--- config.mk ---
export PLATFORM = sky130hd
export DESIGN_NAME = booth_final_adder_flat
export DESIGN_NICKNAME = d
export VERILOG_FILES = /design/src/rtl/booth_final_adder_if.sv /design/src/rtl/booth_final_adder.sv /design/src/flat_wrapper.sv
export SDC_FILE = /design/constraint.sdc
export NUM_CORES = 1
export LEC_CHECK = 0
export ABC_AREA = 1
export CAP_MARGIN = 5
export CORE_MARGIN = 2
export CORE_UTILIZATION = 50
export DETAILED_ROUTE_END_ITERATION = 12
export PLACE_DENSITY = 0.81
export RECOVER_POWER = 100
export SLEW_MARGIN = 20
export SYNTH_ARGS = -nofsm -noshare
export SYNTH_HDL_FRONTEND = slang
export SYNTH_SLANG_ARGS = --single-unit
--- constraint.sdc ---
create_clock -name clk -period 2.75 [get_ports clk]
set_input_delay 0.55 -clock clk [delete_from_list [all_inputs] [get_ports clk]]
set_output_delay 0.55 -clock clk [all_outputs]
set_load 0.01 [all_outputs]
--- src/rtl/booth_final_adder_if.sv ---
// Handshake bundle between the compressor tree, the final adder and the result register.
// Carries both sides: operand pair (in_*) and resolved product (out_*).
// master = producer of operands / consumer of product; slave = the adder itself.
interface booth_final_adder_if #(
  parameter int PROD_W = 16
);
  logic              in_valid;
  logic              in_ready;
  logic [PROD_W-1:0] pp_sum;
  logic [PROD_W-3:0] pp_carry;
  logic              out_valid;
  logic              out_ready;
  logic [PROD_W-1:0] product;

  modport master (
    output in_valid, pp_sum, pp_carry, out_ready,
    input  in_ready, out_valid, product
  );

  modport slave (
    input  in_valid, pp_sum, pp_carry, out_ready,
    output in_ready, out_valid, product
  );
endinterface

--- src/rtl/booth_final_adder.sv ---
// Purpose: resolves Booth sum/carry vectors into a 16b product with a SLICE_W-bit ripple per cycle.
// Latency: out_valid rises PROD_W/SLICE_W clocks after the accepting edge; one op per PROD_W/SLICE_W+2 clocks.
// Backpressure: product held stable in DONE until out_ready; no new operand accepted until then.
// Optional macro BOOTH_FA_OPCNT_EN adds op_count, a wrapping count of completed output handshakes.
module booth_final_adder #(
  parameter int PROD_W  = 16,
  parameter int SLICE_W = 4
) (
  input  logic                 clk,
  input  logic                 rst,
  booth_final_adder_if.slave   bus
`ifdef BOOTH_FA_OPCNT_EN
  ,
  output logic [15:0]          op_count
`endif
);

  localparam int NSL   = PROD_W / SLICE_W;
  localparam int IDX_W = (NSL > 1) ? $clog2(NSL) : 1;
  localparam logic [IDX_W-1:0] LAST_IDX = IDX_W'(NSL - 1);

  localparam logic [1:0] IDLE = 2'd0;
  localparam logic [1:0] ADD  = 2'd1;
  localparam logic [1:0] DONE = 2'd2;

  logic [1:0]        state;
  logic [PROD_W-1:0] a_op;
  logic [PROD_W-1:0] b_op;
  logic [PROD_W-1:0] prod;
  logic              carry;
  logic [IDX_W-1:0]  idx;

  logic [31:0]       base;
  logic [SLICE_W-1:0] a_sl;
  logic [SLICE_W-1:0] b_sl;
  logic [SLICE_W:0]   sum;

  // Handshake outputs decode straight from state; in_ready is masked during reset.
  assign bus.in_ready  = (state == IDLE) && !rst;
  assign bus.out_valid = (state == DONE);
  assign bus.product   = prod;

  // Current slice of each operand plus the running carry.
  always_comb begin
    base = 32'(idx) * 32'(SLICE_W);
    a_sl = a_op[base +: SLICE_W];
    b_sl = b_op[base +: SLICE_W];
    sum  = {1'b0, a_sl} + {1'b0, b_sl} + {{SLICE_W{1'b0}}, carry};
  end

  // Control FSM and datapath: capture operands, ripple one slice per ADD cycle, hold in DONE.
  always_ff @(posedge clk) begin
    if (rst) begin
      state <= IDLE;
      a_op  <= '0;
      b_op  <= '0;
      prod  <= '0;
      carry <= 1'b0;
      idx   <= '0;
    end else begin
      case (state)
        IDLE: begin
          if (bus.in_valid && bus.in_ready) begin
            a_op  <= bus.pp_sum;
            b_op  <= {bus.pp_carry, 2'b00};
            carry <= 1'b0;
            idx   <= '0;
            prod  <= '0;
            state <= ADD;
          end
        end
        ADD: begin
          // Carry out of the top slice is simply overwritten on the next accept: result is mod 2^PROD_W.
          prod[base +: SLICE_W] <= sum[SLICE_W-1:0];
          carry <= sum[SLICE_W];
          idx   <= idx + 1'b1;
          if (idx == LAST_IDX) begin
            state <= DONE;
          end
        end
        DONE: begin
          if (bus.out_ready) begin
            state <= IDLE;
          end
        end
        default: state <= IDLE;
      endcase
    end
  end

`ifdef BOOTH_FA_OPCNT_EN
  logic [15:0] opcnt_q;

  // Count completed output handshakes, wrapping naturally at 16 bits.
  always_ff @(posedge clk) begin
    if (rst) begin
      opcnt_q <= '0;
    end else if (bus.out_valid && bus.out_ready) begin
      opcnt_q <= opcnt_q + 16'd1;
    end
  end

  assign op_count = opcnt_q;
`endif

endmodule

--- src/flat_wrapper.sv ---
// flat-port wrapper written by rule: the top's interface ports become plain ports
module booth_final_adder_flat 
#(
  parameter int PROD_W  = 16,
  parameter int SLICE_W = 4
)
  (clk, rst, bus_in_valid, bus_pp_sum, bus_pp_carry, bus_out_ready, bus_in_ready, bus_out_valid, bus_product);
  booth_final_adder_if #(.PROD_W(PROD_W)) bus_i ();
  input  logic clk;
  input  logic rst;
  input wire logic [$bits(bus_i.in_valid)-1:0] bus_in_valid;
  input wire logic [$bits(bus_i.pp_sum)-1:0] bus_pp_sum;
  input wire logic [$bits(bus_i.pp_carry)-1:0] bus_pp_carry;
  input wire logic [$bits(bus_i.out_ready)-1:0] bus_out_ready;
  output wire logic [$bits(bus_i.in_ready)-1:0] bus_in_ready;
  output wire logic [$bits(bus_i.out_valid)-1:0] bus_out_valid;
  output wire logic [$bits(bus_i.product)-1:0] bus_product;
  assign bus_i.in_valid = bus_in_valid;
  assign bus_i.pp_sum = bus_pp_sum;
  assign bus_i.pp_carry = bus_pp_carry;
  assign bus_i.out_ready = bus_out_ready;
  assign bus_in_ready = bus_i.in_ready;
  assign bus_out_valid = bus_i.out_valid;
  assign bus_product = bus_i.product;
  booth_final_adder #(.PROD_W(PROD_W), .SLICE_W(SLICE_W)) u_core (.clk(clk), .rst(rst), .bus(bus_i));
endmodule
; Yosys cells after proc, flatten, opt, wreduce, memory -nomap -nowiden
; Index checks and enable logic that the tools add are counted.
[word_totals]
reg_bits = 51
input_bits = 34
output_inout_bits = 18
word_cells = 39
[op_classes]
n_addsub = 4
n_eq_ne = 6
n_shift = 4
muxes = 11
n_reduce_logical = 8
[op_table]
columns = op, count
row1 = $neg 4->34, 1
row2 = $shift 4x34->16 const A, 1
row3 = $shiftx 4x34->16, 1
row4 = $pmux 16 s2, 1
row5 = $shiftx 16x5->4, 2
row6 = $bwmux 16, 1
row7 = $mux 16, 1
row8 = $mux 2, 4
row9 = $pmux 2 s3, 1
row10 = $add 4x4->5, 1
row11 = $add 5x1->5, 1
row12 = $eq 2x2->1 const B, 2
row13 = $ne 2x2->1 const B, 2
row14 = $pmux 2 s2, 1
row15 = $reduce_and 2->1, 2
row16 = $reduce_and 3->1, 1
row17 = $add 2x1->2 const B, 1
row18 = $eq 2x1->1 const B, 1
row19 = $logic_and 1x1->1, 2
row20 = $logic_not 2->1, 1
row21 = $ne 2x1->1 const B, 1
row22 = $pmux 1 s2, 1
row23 = $reduce_bool 2->1, 1
row24 = $logic_not 1->1, 1
row25 = $mux 1, 1

; Longest topological paths before layout
[logic_depth]
word_depth = 6
ltp_mapped = 12
mapped_depth_nobuf = 11

; Worst setup path before layout
; No wires, ideal clock.
[synth_timing]
path_type = register to register
from = register u_core.idx[1]
to = register u_core.prod[14] (netlist: u_core.bus.product[14])
setup_time_ns = 0.070
arrival_time_ns = 2.180
required_time_ns = 2.680
setup_slack_ns = 0.500
path_stages_with_launch = 11
path_cell_list = dfxtp_1 buf_2 clkinv_1 o21ai_0 o22ai_1 fa_1 fa_1 xnor2_1 nor3_1 nand2_1 a21oi_1
[synth_between]
elab_chain_len = 6
elab_cells_between_ends = 9
classes_between = 3 x add/sub / 4 x shift / 2 x mux
[synth_lines]
columns = element, line
row1 = from (decl), booth_final_adder.sv:31  ; logic [IDX_W-1:0] idx;
row2 = from (signal assigned), booth_final_adder.sv:76  ; idx <= idx + 1'b1;
row3 = "$shiftx 16x5->4, on equally long branches", "booth_final_adder.sv:46, booth_final_adder.sv:47"
row4 = $add 4x4->5, booth_final_adder.sv:48  ; sum = {1'b0, a_sl} + {1'b0, b_sl} + {{SLICE_W{1'b0}}, carry};
row5 = $add 5x1->5, booth_final_adder.sv:48
row6 = $shiftx 4x34->16, booth_final_adder.sv:74  ; prod[base +: SLICE_W] <= sum[SLICE_W-1:0];
row7 = $bwmux 16 (*), booth_final_adder.sv:74
row8 = $pmux 16 s2 (*), booth_final_adder.sv:61  ; case (state)
row9 = "to (signal, indexed assignment)", booth_final_adder.sv:74
row10 = to (decl), booth_final_adder.sv:29  ; logic [PROD_W-1:0] prod;
; Mark *: on every way between the ends. The rest lies on a longest branch, timed or not.
; A chain may end at the register's enable or synchronous reset.

; Final worst setup path
[layout_timing]
from = input port rst
to = output port bus_in_ready
[layout_between]
elab_chain_len = 2
[layout_lines]
columns = element, line
row1 = from (decl), flat_wrapper.sv:10  ; input logic rst;
row2 = $logic_not 1->1, booth_final_adder.sv:39  ; assign bus.in_ready = (state == IDLE) && !rst;
row3 = $logic_and 1x1->1, booth_final_adder.sv:39
row4 = to (decl), flat_wrapper.sv:15  ; output wire logic [$bits(bus_i.in_ready)-1:0] bus_in_ready;
; No other way between the ends.

==> run_results.csv <==
group,metric,value,unit
status,status,"complete, no violations",
timing,setup_tns,0,ps
synthesis,avgSynthCellArea,7.454,sq um
global_routing,grt_use_total,21.29,%
global_routing,grt_pass1_wl,8.728,mm
timing,grt_setup_unrepaired,"no",
synthesis,synth.distinct_cells,27,
timing,drv_slew,0,
synthesis,synthesis.area,2288,sq um
clock_tree,cts_buffer_depth,2,
global_routing,grt-ovfl-total,0,
route,routedWlPerCell,12.14,microns
finish,final_core_util,66.50,%
synthesis,syn-num-nets,350,
worst_setup_path,cp.required,2200,ps
worst_setup_path,critical_path_class,"in2out",
floorplan,rows,24,
global_routing,grt_pass1_vias,2020,
clock_tree,cts_tree,"yes",
clock_tree,cts-resized-gates,0,
placement,dp_hpwl,3.873,mm
power_and_ir_drop,peakVddDrop,0.0003435,V
power_and_ir_drop,comb_power_share,21.0,%
power_and_ir_drop,powerDensity,530.2,nW/um^2
global_routing,grt_max_degree,38,
power_and_ir_drop,p_int,0.001099,W
timing,fin_ws,259.5,ps
clock_tree,postCtsHoldBufs,0,
finish,drive_gt1_share,6.704,%
route,routed_via_density,5.129,
timing,clock_skew,8.032,ps
clock_tree,htree_levels,2,
timing,max_freq,0.4015,GHz
floorplan,die_w,71.65,microns
worst_setup_path,crit_arrival,1940,ps
placement,place.port_buffers,51,
synthesis,ys_ff_latch,51,
route,dr.pass1.iters,4,
power_and_ir_drop,clockPowerShare,26.5,%
timing,max_slew.worst_pin.slew,828.3,ps
floorplan,start_util,52.20,%
route,num_vias,2103,
timing,fin_crit_sh,90.56,%
route,drt_wl_total,4.978,mm
power_and_ir_drop,net-switching-power,0.0004470,W
placement,gp_congestion,0.9019,
route,ant_nets,0,
finish,layout.nets,400,
clock_tree,cts.sinks,51,
timing,max_slew_margin,44.72,%
synthesis,yosysSeqAreaShare,44.61,%
synthesis,yosysTopAreaCell,"dfxtp_1",
timing,hold_viol,0,
synthesis,synth.top_cell.area_share,44.61,%
clock_tree,postCtsSetupRepairBufs,0,
finish,stdcell_count,410,
route,drc,0,
placement,dpl.cell_count,402,
clock_tree,clk_pin_slew,80,ps
clock_tree,clk_latency,300,ps
finish,num_antenna_cells,0,
route,drtIter0Drc,98,
flow_run,cap_violations,0,
synthesis,yosys_warnings,0,
finish,syn_to_final_growth,27.39,%
floorplan,core_area,4384,sq um
power_and_ir_drop,switching_share,28.92,%
clock_tree,cts_buffers,5,
timing,whs,458.0,ps
floorplan,die_y,71.65,microns
power_and_ir_drop,power_frac_seq,52.5,%
floorplan,die_area,5134,sq um
worst_setup_path,cp-start-kind,"input port",
worst_setup_path,critPathMaxFanout,2,
synthesis,synthTopCellsByArea,"dfxtp_1, nand2_1, nand3_1",
timing,setup_viol,0,
clock_tree,cts_root_buffer,"clkbuf_8",
worst_setup_path,crit_path_end_kind,"output port",
global_routing,antenna_found_initial,0,
timing,min_period,2490,ps
synthesis,syn-instance-count,307,
worst_hold_path,hp-class,"reg2reg",
power_and_ir_drop,p_leak,1.280,nW
placement,pre_cts_slack,407.2,ps
floorplan,num_io_pins,52,
flip-flops by register name, summed over array words and instances (netlist names):
signal,flops
u_core.a_op,16
u_core.bus.product,16
u_core.b_op,14
u_core.idx,2
u_core.state,2
u_core.carry,1
kinds of logic after synthesis:
family,after synthesis,share of synthesized area (%)
buffers and inverters,33,6.068
AND/OR/NAND/NOR,155,29.80
flip-flops,51,44.61
AO/OA/AOI/OAI,58,13.56
adder cells (fa/ha/maj),9,5.577
XOR/XNOR,1,0.3828
per-stage QoR:
step / power (W) / cell area (sq um)
2_1_floorplan: 0.001035 / 2288
3_3_place_gp: 0.001152 / 2841
3_5_place_dp: 0.001159 / 2841
4_1_cts: 0.001567 / 2923
5_1_grt: 0.001637 / 2915
6_report: 0.001546 / 2915
metal layers:
layer / vias up / GRT usage, % / routed length (microns)
li1: 1111 / - / -
met1: 924 / 25.35 / 2157
met2: 55 / 37.24 / 2472
met3: 13 / 4.923 / 221
met4: 0 / 7.966 / 126
met5: - / 0 / 0
area by class of cell:
type	count	area, sq um
fillers	410	1469
multi-input cells	223	1121
flip-flops and latches	51	1021
repair buffers	57	555.5
clock buffers	7	76.32
inverters	19	71.32
well taps	52	65.06
clock inverters	1	5.005
Yosys cell counts (all sizes together):
master   n
fa       2
nor3     3
o21ai   23
nand3   32
nand2   94
o22ai    6
a21oi   27
nor2    22
or2      1
nand4    3
clkbuf   4
xnor2    1
clkinv   1
buf     10
dfxtp   51
ha       7
inv     18
o31ai    2
power by group through the flow:
stage / Clock [W] / Combinational [W] / Sequential (W)
floorplan: 0 / 0.000213 / 0.000822
global placement: 0 / 0.000324 / 0.000828
detailed placement: 0 / 0.000330 / 0.000829
CTS: 0.000424 / 0.000331 / 0.000812
global route: 0.000456 / 0.000365 / 0.000817
finish: 0.000410 / 0.000324 / 0.000811
critical path: stages:
cell and delay, ps:
dlygate4sd3_1 580, nor3_4 170, dlygate4sd3_1 640
layout by cell type, fill, tap and decap left out, types with 7 or more instances in the layout:
cell type,instances
nand2_1,91
dfxtp_1,51
nand3_1,32
clkdlybuf4s50_1,32
a21oi_1,27
o21ai_0,20
dlygate4sd3_1,19
nor2_1,18
inv_1,16
ha_1,7
path summary, 6_finish.rpt:
| path | from | end | slack, ps | cells after the start |
|---|---|---|---|---|
| max | rst | bus_in_ready | 260 | 3 |
| max reg2reg | u_core.idx[0] | u_core.bus.product[14] | 310 | 9 |
| min reg2reg | u_core.bus.product[12] | u_core.bus.product[12] | 460 | 2 |
| min | u_core.bus.product[12] | u_core.bus.product[12] | 460 | 2 |
(Power assumes the default switching activity.)
